**src/rtl/booth_multiplier.sv**
```systemverilog
// Multi-cycle signed Booth multiplier producing a 2*WIDTH product as hi/lo via a start/busy/done handshake.
// Optional BOOTH_RADIX4_EN selects bit-pair (radix-4) recoding, halving the number of RUN steps.
module booth_multiplier #(
    parameter int unsigned WIDTH = 32
) (
    input  logic             clock,
    input  logic             clear,
    input  logic             start,
    input  logic [WIDTH-1:0] M,
    input  logic [WIDTH-1:0] Q,
    output logic [WIDTH-1:0] hi,
    output logic [WIDTH-1:0] lo,
    output logic             busy,
    output logic             done
);

`ifdef BOOTH_RADIX4_EN
    localparam int unsigned AW    = WIDTH + 2;
    localparam int unsigned STEPS = WIDTH / 2;
`else
    localparam int unsigned AW    = WIDTH + 1;
    localparam int unsigned STEPS = WIDTH;
`endif
    localparam int unsigned CW = $clog2(STEPS + 1);

    typedef enum logic [1:0] {
        IDLE = 2'd0,
        RUN  = 2'd1,
        DONE = 2'd2
    } state_t;

    state_t           state, state_next;
    logic [WIDTH-1:0] m_reg, m_next;
    logic [WIDTH-1:0] q_reg, q_next;
    logic [AW-1:0]    acc, acc_next;
    logic             q_m1, q_m1_next;
    logic [CW-1:0]    count, count_next;
    logic [WIDTH-1:0] hi_next, lo_next;
    logic             busy_next, done_next;

    logic [AW-1:0]    m_ext;
    logic [AW-1:0]    sum;
    logic [AW-1:0]    acc_sh;
    logic [WIDTH-1:0] q_sh;
    logic             q_m1_sh;

    assign m_ext = {{(AW - WIDTH){m_reg[WIDTH-1]}}, m_reg};

    // Booth recoding of the low multiplier bits, then the arithmetic shift of {A,Q,q(-1)}
    always_comb begin
        sum     = acc;
        acc_sh  = '0;
        q_sh    = '0;
        q_m1_sh = 1'b0;
`ifdef BOOTH_RADIX4_EN
        case ({q_reg[1:0], q_m1})
            3'b001, 3'b010: sum = acc + m_ext;
            3'b011:         sum = acc + (m_ext << 1);
            3'b100:         sum = acc - (m_ext << 1);
            3'b101, 3'b110: sum = acc - m_ext;
            default:        sum = acc;
        endcase
        acc_sh  = {{2{sum[AW-1]}}, sum[AW-1:2]};
        q_sh    = {sum[1:0], q_reg[WIDTH-1:2]};
        q_m1_sh = q_reg[1];
`else
        case ({q_reg[0], q_m1})
            2'b01:   sum = acc + m_ext;
            2'b10:   sum = acc - m_ext;
            default: sum = acc;
        endcase
        acc_sh  = {sum[AW-1], sum[AW-1:1]};
        q_sh    = {sum[0], q_reg[WIDTH-1:1]};
        q_m1_sh = q_reg[0];
`endif
    end

    // Next-state and next-register values
    always_comb begin
        state_next = state;
        m_next     = m_reg;
        q_next     = q_reg;
        acc_next   = acc;
        q_m1_next  = q_m1;
        count_next = count;
        hi_next    = hi;
        lo_next    = lo;
        busy_next  = 1'b0;
        done_next  = 1'b0;
        case (state)
            IDLE: begin
                if (start) begin
                    m_next     = M;
                    q_next     = Q;
                    acc_next   = '0;
                    q_m1_next  = 1'b0;
                    count_next = '0;
                    busy_next  = 1'b1;
                    state_next = RUN;
                end
            end
            RUN: begin
                if (count == CW'(STEPS)) begin
                    hi_next    = acc[WIDTH-1:0];
                    lo_next    = q_reg;
                    done_next  = 1'b1;
                    state_next = DONE;
                end else begin
                    acc_next   = acc_sh;
                    q_next     = q_sh;
                    q_m1_next  = q_m1_sh;
                    count_next = count + CW'(1);
                    busy_next  = 1'b1;
                end
            end
            DONE: begin
                state_next = IDLE;
            end
            default: begin
                state_next = IDLE;
            end
        endcase
    end

    always_ff @(posedge clock or posedge clear) begin
        if (clear) begin
            state <= IDLE;
            m_reg <= '0;
            q_reg <= '0;
            acc   <= '0;
            q_m1  <= 1'b0;
            count <= '0;
            hi    <= '0;
            lo    <= '0;
            busy  <= 1'b0;
            done  <= 1'b0;
        end else begin
            state <= state_next;
            m_reg <= m_next;
            q_reg <= q_next;
            acc   <= acc_next;
            q_m1  <= q_m1_next;
            count <= count_next;
            hi    <= hi_next;
            lo    <= lo_next;
            busy  <= busy_next;
            done  <= done_next;
        end
    end

endmodule

```
**config.mk**
```make
export PLATFORM = sky130hd
export DESIGN_NAME = booth_multiplier
export DESIGN_NICKNAME = d
export VERILOG_FILES = /design/src/rtl/booth_multiplier.sv
export SDC_FILE = /design/constraint.sdc
export NUM_CORES = 1
export LEC_CHECK = 0
export CORE_ASPECT_RATIO = 1.75
export CORE_MARGIN = 1.5
export CORE_UTILIZATION = 35
export DETAILED_ROUTE_END_ITERATION = 10
export PLACE_DENSITY = 0.59
export SLEW_MARGIN = 0
export SYNTH_ARGS = -nofsm -noshare
export SYNTH_HDL_FRONTEND = slang
export SYNTH_SLANG_ARGS = --single-unit
export TNS_END_PERCENT = 5
```
**constraint.sdc**
```tcl
create_clock -name clock -period 6.27 [get_ports clock]
set_input_delay 0.627 -clock clock [delete_from_list [all_inputs] [get_ports clock]]
set_output_delay 0.627 -clock clock [all_outputs]
set_load 0.02 [all_outputs]
```
* Yosys cells after proc, flatten, opt, wreduce, memory -nomap -nowiden
Cells that the tools add are included.
Word-level totals: bits in registers 172, input port bits 67, output and inout bits 66, logic and storage cells 47
Cells by class: add/sub/neg operators 3, equal/unequal tests 7, mux-type cells 21, reductions and logical operators 6
Operator list (count):
- $pmux W33 S2 | 2
- $mux W33 | 2
- $mux W32 | 2
- $pmux W32 S2 | 1
- $add A33 B33 Y33 | 1
- $sub A33 B33 Y33 | 1
- $mux W6 | 2
- $pmux W6 S2 | 1
- $add A6 B1 Y6 const B | 1
- $eq A6 B6 Y1 const B | 1
- $mux W1 | 6
- $ne A2 B2 Y1 const B | 3
- $reduce_and A2 Y1 | 3
- $eq A2 B1 Y1 const B | 2
- $mux W2 | 2
- $pmux W1 S2 | 2
- $pmux W2 S2 | 1
- $reduce_and A3 Y1 | 1
- $eq A2 B2 Y1 const B | 1
- $logic_not A2 Y1 | 1
- $reduce_bool A2 Y1 | 1

* Depth between registers and ports, before layout
Gate-level depths: netlist (run 1).
word-level depth 4, depth in mapped cells 18, depth with buffers taken out 17

* Worst setup path after synthesis (run 1)
No wires, ideal clock.
path kind reg-to-reg, start register m_reg[2], end register acc[31], setup time 0.137 ns, arrival 3.769 ns, data required time 6.133 ns, slack 2.364 ns, stages on the path, launching flop included 19, buffers on the path 1, clock period less this slack 3.906 ns, cell sequence dfrtp_1 or3_1 or3_1 nor2_1 and2_1 nand2_1 nor4_1 nor2_1 xnor2_1 ha_1 clkbuf_1 a21oi_1 o2111ai_1 a31oi_1 o22ai_2 a2111o_1 a31oi_2 xnor2_1 o22ai_1
On the way: word-level cells in the longest chain between the ends 4, elaborated cells on any way between the ends 5, those cells by class 2 x add/sub; 3 x mux
Ends and longest elaborated chain:
- start: declaration | RTL line 33 | logic [WIDTH-1:0] m_reg, m_next;
- start signal: assignment | RTL line 139 | m_reg <= m_next;
- $sub A33 B33 Y33 / $add A33 B33 Y33 (equally long branches) | RTL line 69, 68
- $pmux W33 S2 * | RTL line 67 | case ({q_reg[0], q_m1})
- $mux W33 * | RTL line 103 | if (count == CW'(STEPS)) begin
- $pmux W33 S2 * | RTL line 90 | case (state)
- end signal: assignment | RTL line 141 | acc <= acc_next;
- end: declaration | RTL line 35 | logic [AW-1:0] acc, acc_next;
Mark *: on every way between the ends. The rest lies on a longest branch, timed or not. The select of a mux whose other input is x is not followed. A chain may end at the register's enable or synchronous reset.

* Final worst setup path (run 1)
start register m_reg[6], end register acc[31]
The elaborated chain is that of the path after synthesis.

==> results.sh, run 1 <==
export IMPL_run_status="finished clean"
export IMPL_cp_arrival_ns=4.82
export IMPL_report_final_hold_viol_count=0
export IMPL_cp_max_fo=8
export IMPL_cts_clk_slew_worst_paths_ns=0.07
export IMPL_coreArea_mm2=0.0259
export IMPL_vias_per_cell=5.06
export IMPL_cts_tree="done"
export IMPL_boundaryPins=133
export IMPL_final_setup_viol_count=0
export IMPL_mostFrequentLayoutCells="sky130_fd_sc_hd__nand2_1 (376), sky130_fd_sc_hd__dfrtp_1 (171), sky130_fd_sc_hd__clkdlybuf4s50_1 (132)"
export IMPL_yosysSeqAreaShare_pct=46.5
export IMPL_hold_path_class="register to register"
export IMPL_report_final_slew_viol_count=0
export IMPL_n_antenna_cell=0
export IMPL_grt_overflow_total=0
export IMPL_post_cts_hold_buffer_count=0
export IMPL_number_of_nets_with_antenna_violations_after_detailed_routing=0
export IMPL_rsz0062_at_grt="false"
export IMPL_dp_hpwl_um=16900
export IMPL_number_of_flops_mapped_to_enable_cells_by_yosys=0
export IMPL_synth_compound_gate_area_share_pct=14.7
export IMPL_post_synth_num_cell_types=55
export IMPL_synth_adder_area_share_pct=5.11
export IMPL_core_rowCount=78
export IMPL_power_switching_uw=3530
export IMPL_final_min_clock_period_ns=4.52
export IMPL_worst_setup_path_end_kind="register"
export IMPL_routed_wl_um=23400
export IMPL_r2r_worst_path_cells=16
export IMPL_area_delta_synth_final_pct=24.1
export IMPL_dr_pass1_iters=5
export IMPL_power_internal_uw=4280
export IMPL_timing_critical_path_from_type="register"
export IMPL_post_synth_design_cell_area_mm2=0.00920
export IMPL_list_of_cells_traversed_by_the_critical_path="or4_1 > nor4_1 > and2_1 > nand2_1 > nor4_1 > nor2_1 > xnor2_1 > ha_1 > a21oi_1 > o2111ai_1 > a31oi_1 > o22ai_2 > a2111o_1 > a31oi_2 > xnor2_1 > o22ai_1"
export IMPL_max_freq_mhz=221
export IMPL_grt_pass1_vias=7972
export IMPL_post_synth_top_area_cell="sky130_fd_sc_hd__dfrtp_1"
export IMPL_synth_simple_gate_area_share_pct=23.9
export IMPL_clock_insertion_delay_at_the_later_pin_of_the_skew_report_ns=0.44
export IMPL_worst_path_dominant_cell_family="simple AND/OR/NAND/NOR gates"
export IMPL_power_leakage_uw=0.00533
export IMPL_number_of_vias_in_the_routed_layout=7769
export IMPL_power_frac_seq_pct=26.2
export IMPL_ctsRootBufferMaster="sky130_fd_sc_hd__clkbuf_16"
export IMPL_finalClockSkew_ns=0.00806
export IMPL_synthXorXnorAreaFrac_pct=5.79
export IMPL_critical_path_max_stage_delay_ns=0.60
export IMPL_drt_initial_drc_count=424
export IMPL_clk_path_buf_depth=2
export IMPL_remaining_drc_errors=0
export IMPL_mostFrequentLayoutCell="sky130_fd_sc_hd__nand2_1"
export IMPL_dieArea_mm2=0.0273
export IMPL_clock_power_share_pct=13.6
export IMPL_powerDensity_mw_per_mm2=685
export IMPL_total_power_after_layout_uw=7820
export IMPL_portion_of_netlist_area_occupied_by_mux_cells_pct=0.775
export IMPL_buffer_ports_inserted=132
export IMPL_crit_slowest_cell="sky130_fd_sc_hd__or4_1"
export IMPL_die_w_um=126
export IMPL_grt_total_usage_pct=17.9
export IMPL_worst_hold_path_num_cells=2
export IMPL_antenna_found_initial=0
export IMPL_post_route_cells_drive_above_1_share_pct=4.78
export IMPL_utilization_pct=44.1
export IMPL_wl_per_cell_um=15.2
export IMPL_yosys_warnings=0
export IMPL_initial_utilization_pct=35.6
export IMPL_yosys_top_cells_area="sky130_fd_sc_hd__dfrtp_1 (47%), sky130_fd_sc_hd__nand2_1 (15%), sky130_fd_sc_hd__ha_1 (4.9%)"
export IMPL_chipHeight_um=217
export IMPL_cts_sink_count=171
export IMPL_worst_slew_pin_slew_ns=1.11
export IMPL_ys_ff_latch=171
export IMPL_grt_max_degree=79
export IMPL_postSynthNetCount=1196
export IMPL_post_cts_resize_count=0
export IMPL_critical_path_depth=16
export IMPL_finalCritPeriodShare_pct=72.2
export IMPL_main_combinational_cell_family_by_area_after_synthesis="simple AND/OR/NAND/NOR gates"
export IMPL_combPwrFrac_pct=60.2
export IMPL_totalNegativeSetupSlack_ns=0
export IMPL_critPathKind="register to register"
export IMPL_ir_worst_vdd_mv=0.255
export IMPL_routabilityCongestion=0.861
export IMPL_post_cts_setup_buffer_count=0
export IMPL_ctsHtreeMaxLevel=4
export IMPL_cp_buffers_inverters=0
export IMPL_top_area_cell_type_share_of_the_netlist_area_pct=46.5
export IMPL_first_pass_grt_wire_length_um=39800
export IMPL_critical_path_required_ns=6.56
export IMPL_mean_post_synth_cell_area_um2=8.42
export IMPL_sw_frac_of_total_pct=45.2
export IMPL_cts_buffers=17
export IMPL_max_cap_violations=0
export IMPL_worst_slew_margin_rel_pct=25.7
export IMPL_synth_ff_type="sky130_fd_sc_hd__dfrtp_1"
export IMPL_num_fill_cells=2551
export IMPL_netlist_instances=1092
export IMPL_design_final_nets=1305
export IMPL_ys_async_sr_fraction_pct=100
-- power by group through the flow --
stage / Combinational, uW / Clock, uW / Sequential, uW
after floorplan: 3360 / 0 / 2160
after global placement: 4650 / 0 / 2050
after detailed placement: 4710 / 0 / 2070
after CTS: 4730 / 1090 / 2050
after global routing: 5280 / 1140 / 2140
final: 4700 / 1060 / 2050
-- metal layers --
| metal | wire length (um) | vias up | GRT usage (%) |
|---|---|---|---|
| met5 | 0 | - | 0 |
| met4 | 578 | 0 | 6.29 |
| met3 | 718 | 40 | 2.89 |
| met2 | 12500 | 148 | 33.3 |
| met1 | 9580 | 3662 | 20.6 |
| li1 | - | 3919 | - |
-- worst min-delay path: stages, from the launching register on --
cell	delay [ns]
sky130_fd_sc_hd__dfrtp_1	0.34
sky130_fd_sc_hd__nand2_1	0.05
sky130_fd_sc_hd__nand2_1	0.05
-- final timing paths --
| kind | startpoint | endpoint | slack [ns] |
|---|---|---|---|
| setup / recovery | m_reg[6]$_DFFE_PP0P_ | acc[31]$_DFFE_PP0P_ | 1.75 |
| hold / removal | lo[12]$_DFFE_PP0P_ | lo[12]$_DFFE_PP0P_ | 0.47 |
| setup reg to reg | m_reg[6]$_DFFE_PP0P_ | acc[31]$_DFFE_PP0P_ | 1.75 |
| hold reg to reg | lo[12]$_DFFE_PP0P_ | lo[12]$_DFFE_PP0P_ | 0.47 |
| max in group asynchronous | clear | m_reg[17]$_DFFE_PP0P_ | 4.36 |
| min in group asynchronous | clear | hi[15]$_DFFE_PP0P_ | 0.70 |
-- final cells by class --
| type | instances | area, um^2 | share of cell area (%) |
|---|---|---|---|
| inverters | 24 | 95.1 | 0.833 |
| multi-input cells | 844 | 4650 | 40.7 |
| clock inverters | 15 | 166 | 1.46 |
| clock buffers | 17 | 425 | 3.73 |
| flip-flops and latches | 171 | 4280 | 37.5 |
| repair buffers | 143 | 1400 | 12.3 |
| well taps | 320 | 400 | 3.51 |
-- cell usage after synthesis, drive strengths merged, types with 6 or more instances --
| cell | n |
|---|---|
| a21o | 14 |
| a21oi | 54 |
| a22oi | 31 |
| a31oi | 10 |
| and2 | 8 |
| and3 | 10 |
| buf | 9 |
| clkbuf | 44 |
| dfrtp | 171 |
| ha | 36 |
| inv | 23 |
| mux2i | 6 |
| nand2 | 377 |
| nand3 | 37 |
| nor2 | 58 |
| nor2b | 6 |
| nor3 | 11 |
| nor4 | 6 |
| o211ai | 9 |
| o21ai | 47 |
| o21bai | 6 |
| o31ai | 9 |
| xnor2 | 47 |
| xor2 | 13 |
-- stage by stage --
stage | hold WS, ns | worst slack (ns) | cells | instance area (um^2)
after floorplan | 0.461 | 1.01 | 1092 | 9200
after global placement | 0.457 | 1.88 | 1502 | 10800
after detailed placement | 0.461 | 1.74 | 1502 | 10800
after CTS | 0.478 | 1.72 | 1534 | 11400
after global routing | 0.498 | 1.39 | 1534 | 11400
final | 0.472 | 1.75 | 1534 | 11400
-- kinds of logic after synthesis --
| family | after synthesis |
|---|---|
| muxes | 7 |
| and+or+nand+nor | 533 |
| adders and majority gates | 37 |
| DFF | 171 |
| AOI/OAI and AO/OA | 207 |
| buffers and inverters | 77 |
| xor gates and xnor gates | 60 |
(Power assumes the default switching activity.)
==> inputs of run 2 (changes only) <==
==> constraint.sdc (replaced) <==
create_clock -name clock -period 4.5 [get_ports clock]
set_input_delay 0.45 -clock clock [delete_from_list [all_inputs] [get_ports clock]]
set_output_delay 0.45 -clock clock [all_outputs]
set_load 0.02 [all_outputs]
==> run 2 against run 1 <==
Flip-flop and latch count is the same. Design area grew 1.3%. Maximum frequency grew 10%. Critical path depth shrank 2. Critical path type unchanged. Via count grew 1.1%. Combinational power grew 42%. Clock skew grew 0.00088 ns. Register-to-register slack lost 1.3 ns. Clock power grew 49%. Power grew 42%.
==> results.sh, run 2 (same netlist as run 1, synthesis figures left out) <==
export IMPL_report_final_slew_viol_count=0
export IMPL_first_pass_grt_wire_length_um=39700
export IMPL_r2r_slack_ns=0.40
export IMPL_cts_tree="done"
export IMPL_dr_pass1_iters=5
export IMPL_worst_setup_path_end_kind="register"
export IMPL_utilization_pct=44.7
export IMPL_remaining_drc_errors=0
export IMPL_cts_sink_count=171
export IMPL_antenna_found_initial=0
export IMPL_cts_clk_slew_worst_paths_ns=0.07
export IMPL_grt_pass1_vias=8055
export IMPL_design_final_nets=1314
export IMPL_n_antenna_cell=0
export IMPL_met2_usage_pct=33.4
export IMPL_routed_wl_um=23800
export IMPL_total_power_after_layout_uw=11100
export IMPL_finalCritPeriodShare_pct=91.1
export IMPL_cp_max_fo=6
export IMPL_ir_worst_vdd_mv=0.320
export IMPL_grt_util_met3_pct=2.87
export IMPL_finish_cell_count_without_fillers=1543
export IMPL_critPathKind="register to register"
export IMPL_routabilityCongestion=0.894
export IMPL_mostFrequentLayoutCell="sky130_fd_sc_hd__nand2_1"
export IMPL_ctsHtreeMaxLevel=4
export IMPL_grt_overflow_total=0
export IMPL_worst_slew_margin_rel_pct=24.0
export IMPL_core_rowCount=78
export IMPL_run_status="finished clean"
export IMPL_chipHeight_um=217
export IMPL_dieArea_mm2=0.0273
export IMPL_hold_path_class="register to register"
export IMPL_report_final_hold_viol_count=0
export IMPL_buffer_ports_inserted=132
export IMPL_mostFrequentLayoutCells="sky130_fd_sc_hd__nand2_1 (376), sky130_fd_sc_hd__dfrtp_1 (171), sky130_fd_sc_hd__clkdlybuf4s50_1 (132)"
export IMPL_max_freq_mhz=244
export IMPL_die_w_um=126
export IMPL_power_leakage_uw=0.00541
export IMPL_boundaryPins=133
export IMPL_clock_insertion_delay_at_the_later_pin_of_the_skew_report_ns=0.44
export IMPL_grt_max_degree=86
export IMPL_finalClockSkew_ns=0.00893
export IMPL_dp_hpwl_um=17400
export IMPL_post_route_cells_drive_above_1_share_pct=5.48
export IMPL_number_of_vias_in_the_routed_layout=7851
export IMPL_drt_initial_drc_count=518
export IMPL_numPlacedInstances=1511
export IMPL_coreArea_mm2=0.0259
export IMPL_list_of_cells_traversed_by_the_critical_path="or4_1 > nor4_2 > and2_1 > a21oi_1 > xnor2_1 > ha_1 > a21oi_1 > o21ai_0 > or4_1 > a211o_1 > nand2_1 > o21ai_0 > mux2i_1 > nand3_1"
export IMPL_final_setup_viol_count=0
export IMPL_rsz0062_at_grt="false"
export IMPL_grt_util_met1_pct=20.1
export IMPL_timing_critical_path_from_type="register"
export IMPL_worst_slew_pin_slew_ns=1.14
export IMPL_final_min_clock_period_ns=4.10
export IMPL_grt_total_usage_pct=17.9
export IMPL_max_cap_violations=0
export IMPL_wl_per_cell_um=15.4
export IMPL_cts_buffers=17
export IMPL_cp_arrival_ns=4.42
export IMPL_grt_busiest_layer="met2"
export IMPL_ctsRootBufferMaster="sky130_fd_sc_hd__clkbuf_16"
export IMPL_initial_utilization_pct=35.6
export IMPL_area_delta_synth_final_pct=25.7
export IMPL_powerDensity_mw_per_mm2=963
export IMPL_critical_path_required_ns=4.82
export IMPL_clk_path_buf_depth=2
export IMPL_number_of_nets_with_antenna_violations_after_detailed_routing=0
export IMPL_critical_path_max_stage_delay_ns=0.61
export IMPL_crit_slowest_cell="sky130_fd_sc_hd__or4_1"
export IMPL_vias_per_cell=5.09
export IMPL_totalNegativeSetupSlack_ns=0
[run 2: worst max-delay path, delay by kind of cell, from the launching register on]
family	cells	cell delay, ns
flops	1	0.43
simple gates	6	1.93
xor+xnor	1	0.14
fa+ha+maj	1	0.35
mux	1	0.17
compound gates	5	0.95
[run 2: final cells by class]
class	count	area, um^2
Timing Repair Buffer	152	1500
Multi-Input combinational cell	844	4650
Clock inverter	10	164
Fill cell	2581	14300
Sequential cell	171	4280
Inverter	24	93.8
Clock buffer	22	474
Tap cell	320	400
[run 2: layer usage]
layer,wire [um],vias to the layer above,share of wire [%]
met2,12700,181,53
met4,659,0,2.8
met5,0,-,0
li1,-,3922,-
met1,9730,3705,41
met3,702,43,3.0
[run 2: report_power, final]
group / internal [uW] / switching [uW] / leakage (uW)
Sequential: 2260 / 613 / 0.00218
Combinational: 2950 / 3730 / 0.00292
Clock: 974 / 606 / 0.000310
[run 2: final timing paths]
kind,from,to,depth (start not counted)
max,m_reg[6]$_DFFE_PP0P_,acc[30]$_DFFE_PP0P_,14
min in group asynchronous,clear,hi[9]$_DFFE_PP0P_,2
min reg2reg,lo[13]$_DFFE_PP0P_,lo[13]$_DFFE_PP0P_,2
max in group asynchronous,clear,acc[23]$_DFFE_PP0P_,3
min,lo[13]$_DFFE_PP0P_,lo[13]$_DFFE_PP0P_,2
max reg2reg,m_reg[6]$_DFFE_PP0P_,acc[30]$_DFFE_PP0P_,14
[run 2: timing repair]
| item | CTS | global route |
|---|---|---|
| gates resized for setup | 0 | 2 |
| endpoints found under the setup margin | 0 | 9 |
| buffers inserted | 0 | 0 |
| hold buffers | 0 | 0 |
[run 2: metrics by stage]
| step | hold slack [ns] | instance area, um^2 | setup slack, ns |
|---|---|---|---|
| floorplan | 0.461 | 9200 | 0.594 |
| global placement | 0.457 | 10900 | 0.257 |
| detailed placement | 0.461 | 10900 | 0.182 |
| CTS | 0.478 | 11600 | 0.167 |
| global route | 0.488 | 11600 | 0.0395 |
| finish | 0.469 | 11600 | 0.401 |
==> inputs of run 3 (changes only) <==
--- a/config.mk
+++ b/config.mk
@@ -10,6 +10,7 @@
 export CORE_UTILIZATION = 35
 export DETAILED_ROUTE_END_ITERATION = 10
 export PLACE_DENSITY = 0.59
+export SETUP_SLACK_MARGIN = 0.15
 export SLEW_MARGIN = 0
 export SYNTH_ARGS = -nofsm -noshare
 export SYNTH_HDL_FRONTEND = slang
==> run 3 against run 2 <==
Hold slack unchanged. Non-clock buffer count unchanged. Flip-flop and latch count unchanged. Global-route usage unchanged. Clock-buffer cell count unchanged. Final cell count unchanged. Via count down 0.20%. Die area unchanged. Design area up 0.14%. Clock power about the same. Critical path type unchanged.
==> results.sh, run 3 (same netlist as run 1, synthesis figures left out) <==
export IMPL_run_status="finished clean"
export IMPL_final_setup_viol_count=0
export IMPL_wl_per_cell_um=15.5
export IMPL_boundaryPins=133
export IMPL_critical_path_max_stage_delay_ns=0.63
export IMPL_utilization_pct=44.8
export IMPL_worst_path_dominant_cell_family="simple AND/OR/NAND/NOR gates"
export IMPL_num_fill_cells=2579
export IMPL_number_of_vias_in_the_routed_layout=7835
export IMPL_first_pass_grt_wire_length_um=39700
export IMPL_cts_clk_slew_worst_paths_ns=0.06
export IMPL_finalClockSkew_ns=0.00895
export IMPL_powerDensity_mw_per_mm2=964
export IMPL_number_of_nets_with_antenna_violations_after_detailed_routing=0
export IMPL_power_leakage_uw=0.00541
export IMPL_chipHeight_um=217
export IMPL_worst_setup_path_end_kind="register"
export IMPL_dieArea_mm2=0.0273
export IMPL_cp_max_fo=6
export IMPL_grt_overflow_total=0
export IMPL_grt_pass1_vias=8055
export IMPL_ctsRootBufferMaster="sky130_fd_sc_hd__clkbuf_16"
export IMPL_hold_path_class="register to register"
export IMPL_rsz0062_at_grt="false"
export IMPL_list_of_cells_traversed_by_the_critical_path="or4_1 > nor4_4 > and2_1 > a21oi_1 > xnor2_1 > ha_1 > a21oi_1 > o21ai_0 > or4_1 > a211o_1 > nand2_1 > o21ai_0 > xnor2_1 > o21ai_0"
export IMPL_worst_slew_margin_rel_pct=23.3
export IMPL_cp_arrival_ns=4.35
export IMPL_total_power_after_layout_uw=11200
export IMPL_grt_total_usage_pct=17.9
export IMPL_n_antenna_cell=0
export IMPL_timing_critical_path_from_type="register"
export IMPL_post_route_cells_drive_above_1_share_pct=5.64
export IMPL_sequential_standard_cell_area_mm2=0.00428
export IMPL_critical_path_required_ns=4.79
export IMPL_die_w_um=126
export IMPL_coreArea_mm2=0.0259
export IMPL_vias_per_cell=5.08
export IMPL_grt_max_degree=86
export IMPL_worst_hold_path_num_cells=2
export IMPL_dp_hpwl_um=17400
export IMPL_max_cap_violations=0
export IMPL_critical_path_top_cell_by_count="sky130_fd_sc_hd__o21ai_0"
export IMPL_ir_worst_vdd_mv=0.318
export IMPL_sw_frac_of_total_pct=44.5
export IMPL_critPathKind="register to register"
export IMPL_initial_utilization_pct=35.6
export IMPL_drt_initial_drc_count=478
export IMPL_crit_slowest_cell="sky130_fd_sc_hd__or4_1"
export IMPL_buffer_ports_inserted=132
export IMPL_regToRegEndpoint="acc[22]$_DFFE_PP0P_"
export IMPL_clock_insertion_delay_at_the_later_pin_of_the_skew_report_ns=0.44
export IMPL_ctsHtreeMaxLevel=4
export IMPL_antenna_found_initial=0
export IMPL_cts_buffers=17
export IMPL_core_rowCount=78
export IMPL_post_cts_setup_buffer_count=0
export IMPL_r2r_worst_path_cells=14
export IMPL_mostFrequentLayoutCells="sky130_fd_sc_hd__nand2_1 (376), sky130_fd_sc_hd__dfrtp_1 (171), sky130_fd_sc_hd__clkdlybuf4s50_1 (132)"
export IMPL_remaining_drc_errors=0
export IMPL_area_delta_synth_final_pct=25.9
export IMPL_dr_pass1_iters=5
export IMPL_clk_path_buf_depth=2
export IMPL_combPwrFrac_pct=60.1
export IMPL_power_switching_uw=4970
export IMPL_cts_sink_count=171
export IMPL_report_final_slew_viol_count=0
export IMPL_clock_power_share_pct=14.2
export IMPL_post_cts_hold_buffer_count=0
export IMPL_cp_buffers_inverters=0
export IMPL_min_delay_start="lo[13]$_DFFE_PP0P_"
export IMPL_routabilityCongestion=0.894
export IMPL_critical_path_depth=14
export IMPL_power_frac_seq_pct=25.7
export IMPL_finalCritPeriodShare_pct=90.4
export IMPL_worstReg2RegStart="m_reg[6]$_DFFE_PP0P_"
export IMPL_power_internal_uw=6190
export IMPL_routed_wl_um=23900
export IMPL_final_min_clock_period_ns=4.07
export IMPL_design_final_nets=1314
export IMPL_combined_area_of_the_multi_input_logic_cells_mm2=0.00467
export IMPL_post_cts_resize_count=0
export IMPL_worst_slew_pin_slew_ns=1.15
export IMPL_report_final_hold_viol_count=0
export IMPL_max_freq_mhz=246
export IMPL_r2r_slack_ns=0.43
export IMPL_totalNegativeSetupSlack_ns=0
export IMPL_mostFrequentLayoutCell="sky130_fd_sc_hd__nand2_1"
export IMPL_cts_tree="done"
export IMPL_min_to="lo[13]$_DFFE_PP0P_"
==> run 3: cell types whose count changed in the layout (fill, tap and decap cells not counted) <==
cell	previous run	this run
sky130_fd_sc_hd__a21oi_1	54	52
sky130_fd_sc_hd__a21oi_2	0	2
sky130_fd_sc_hd__nor4_2	1	0
sky130_fd_sc_hd__nor4_4	0	1
==> run 3: area by class of cell <==
class	instances	share of cell area, %
flip-flops and latches	171	37.0
well taps	320	3.46
repair buffers	152	12.9
clock buffers	22	4.10
clock inverters	10	1.42
inverters	24	0.810
multi-input cells	844	40.3
==> run 3: per-stage QoR <==
stage          hold WS, ns  area [um^2]  setup WS [ns]  std cells
5_1_grt              0.488        11600          0.152       1543
6_report             0.469        11600          0.433       1543
3_3_place_gp         0.457        10900          0.257       1511
2_1_floorplan        0.461         9200          0.594       1092
4_1_cts              0.478        11600          0.167       1543
3_5_place_dp         0.461        10900          0.182       1511
==> run 3: worst max path at each step <==
| stage | startpoint | end | slack [ns] |
|---|---|---|---|
| floorplan | m_reg[2]$_DFFE_PP0P_ | acc[31]$_DFFE_PP0P_ | 0.59 |
| global placement | m_reg[6]$_DFFE_PP0P_ | acc[31]$_DFFE_PP0P_ | 0.26 |
| detailed placement | m_reg[6]$_DFFE_PP0P_ | acc[31]$_DFFE_PP0P_ | 0.18 |
| CTS | m_reg[6]$_DFFE_PP0P_ | acc[31]$_DFFE_PP0P_ | 0.17 |
| global route | m_reg[2]$_DFFE_PP0P_ | acc[28]$_DFFE_PP0P_ | 0.15 |
| finish | m_reg[6]$_DFFE_PP0P_ | acc[22]$_DFFE_PP0P_ | 0.43 |
==> run 3: power groups by stage <==
stage               combinational (uW)  sequential (uW)  clock, uW
floorplan                         4680             3010          0
global placement                  6570             2870          0
detailed placement                6670             2900          0
CTS                               6690             2870       1620
global route                      7480             2980       1690
finish                            6710             2870       1580
==> run 3: worst min-delay path, cell delays in order, from the launching register on <==
cell and delay (ns):
sky130_fd_sc_hd__dfrtp_1 0.34, sky130_fd_sc_hd__nand2_1 0.05, sky130_fd_sc_hd__nand2_1 0.05
==> run 3: routing by layer <==
metal	global-route usage (%)	wire, um	share of wire, %
met1	20.1	9820	41
met3	2.87	652	2.7
met5	0	0	0
met2	33.4	12800	53
met4	7.35	629	2.6
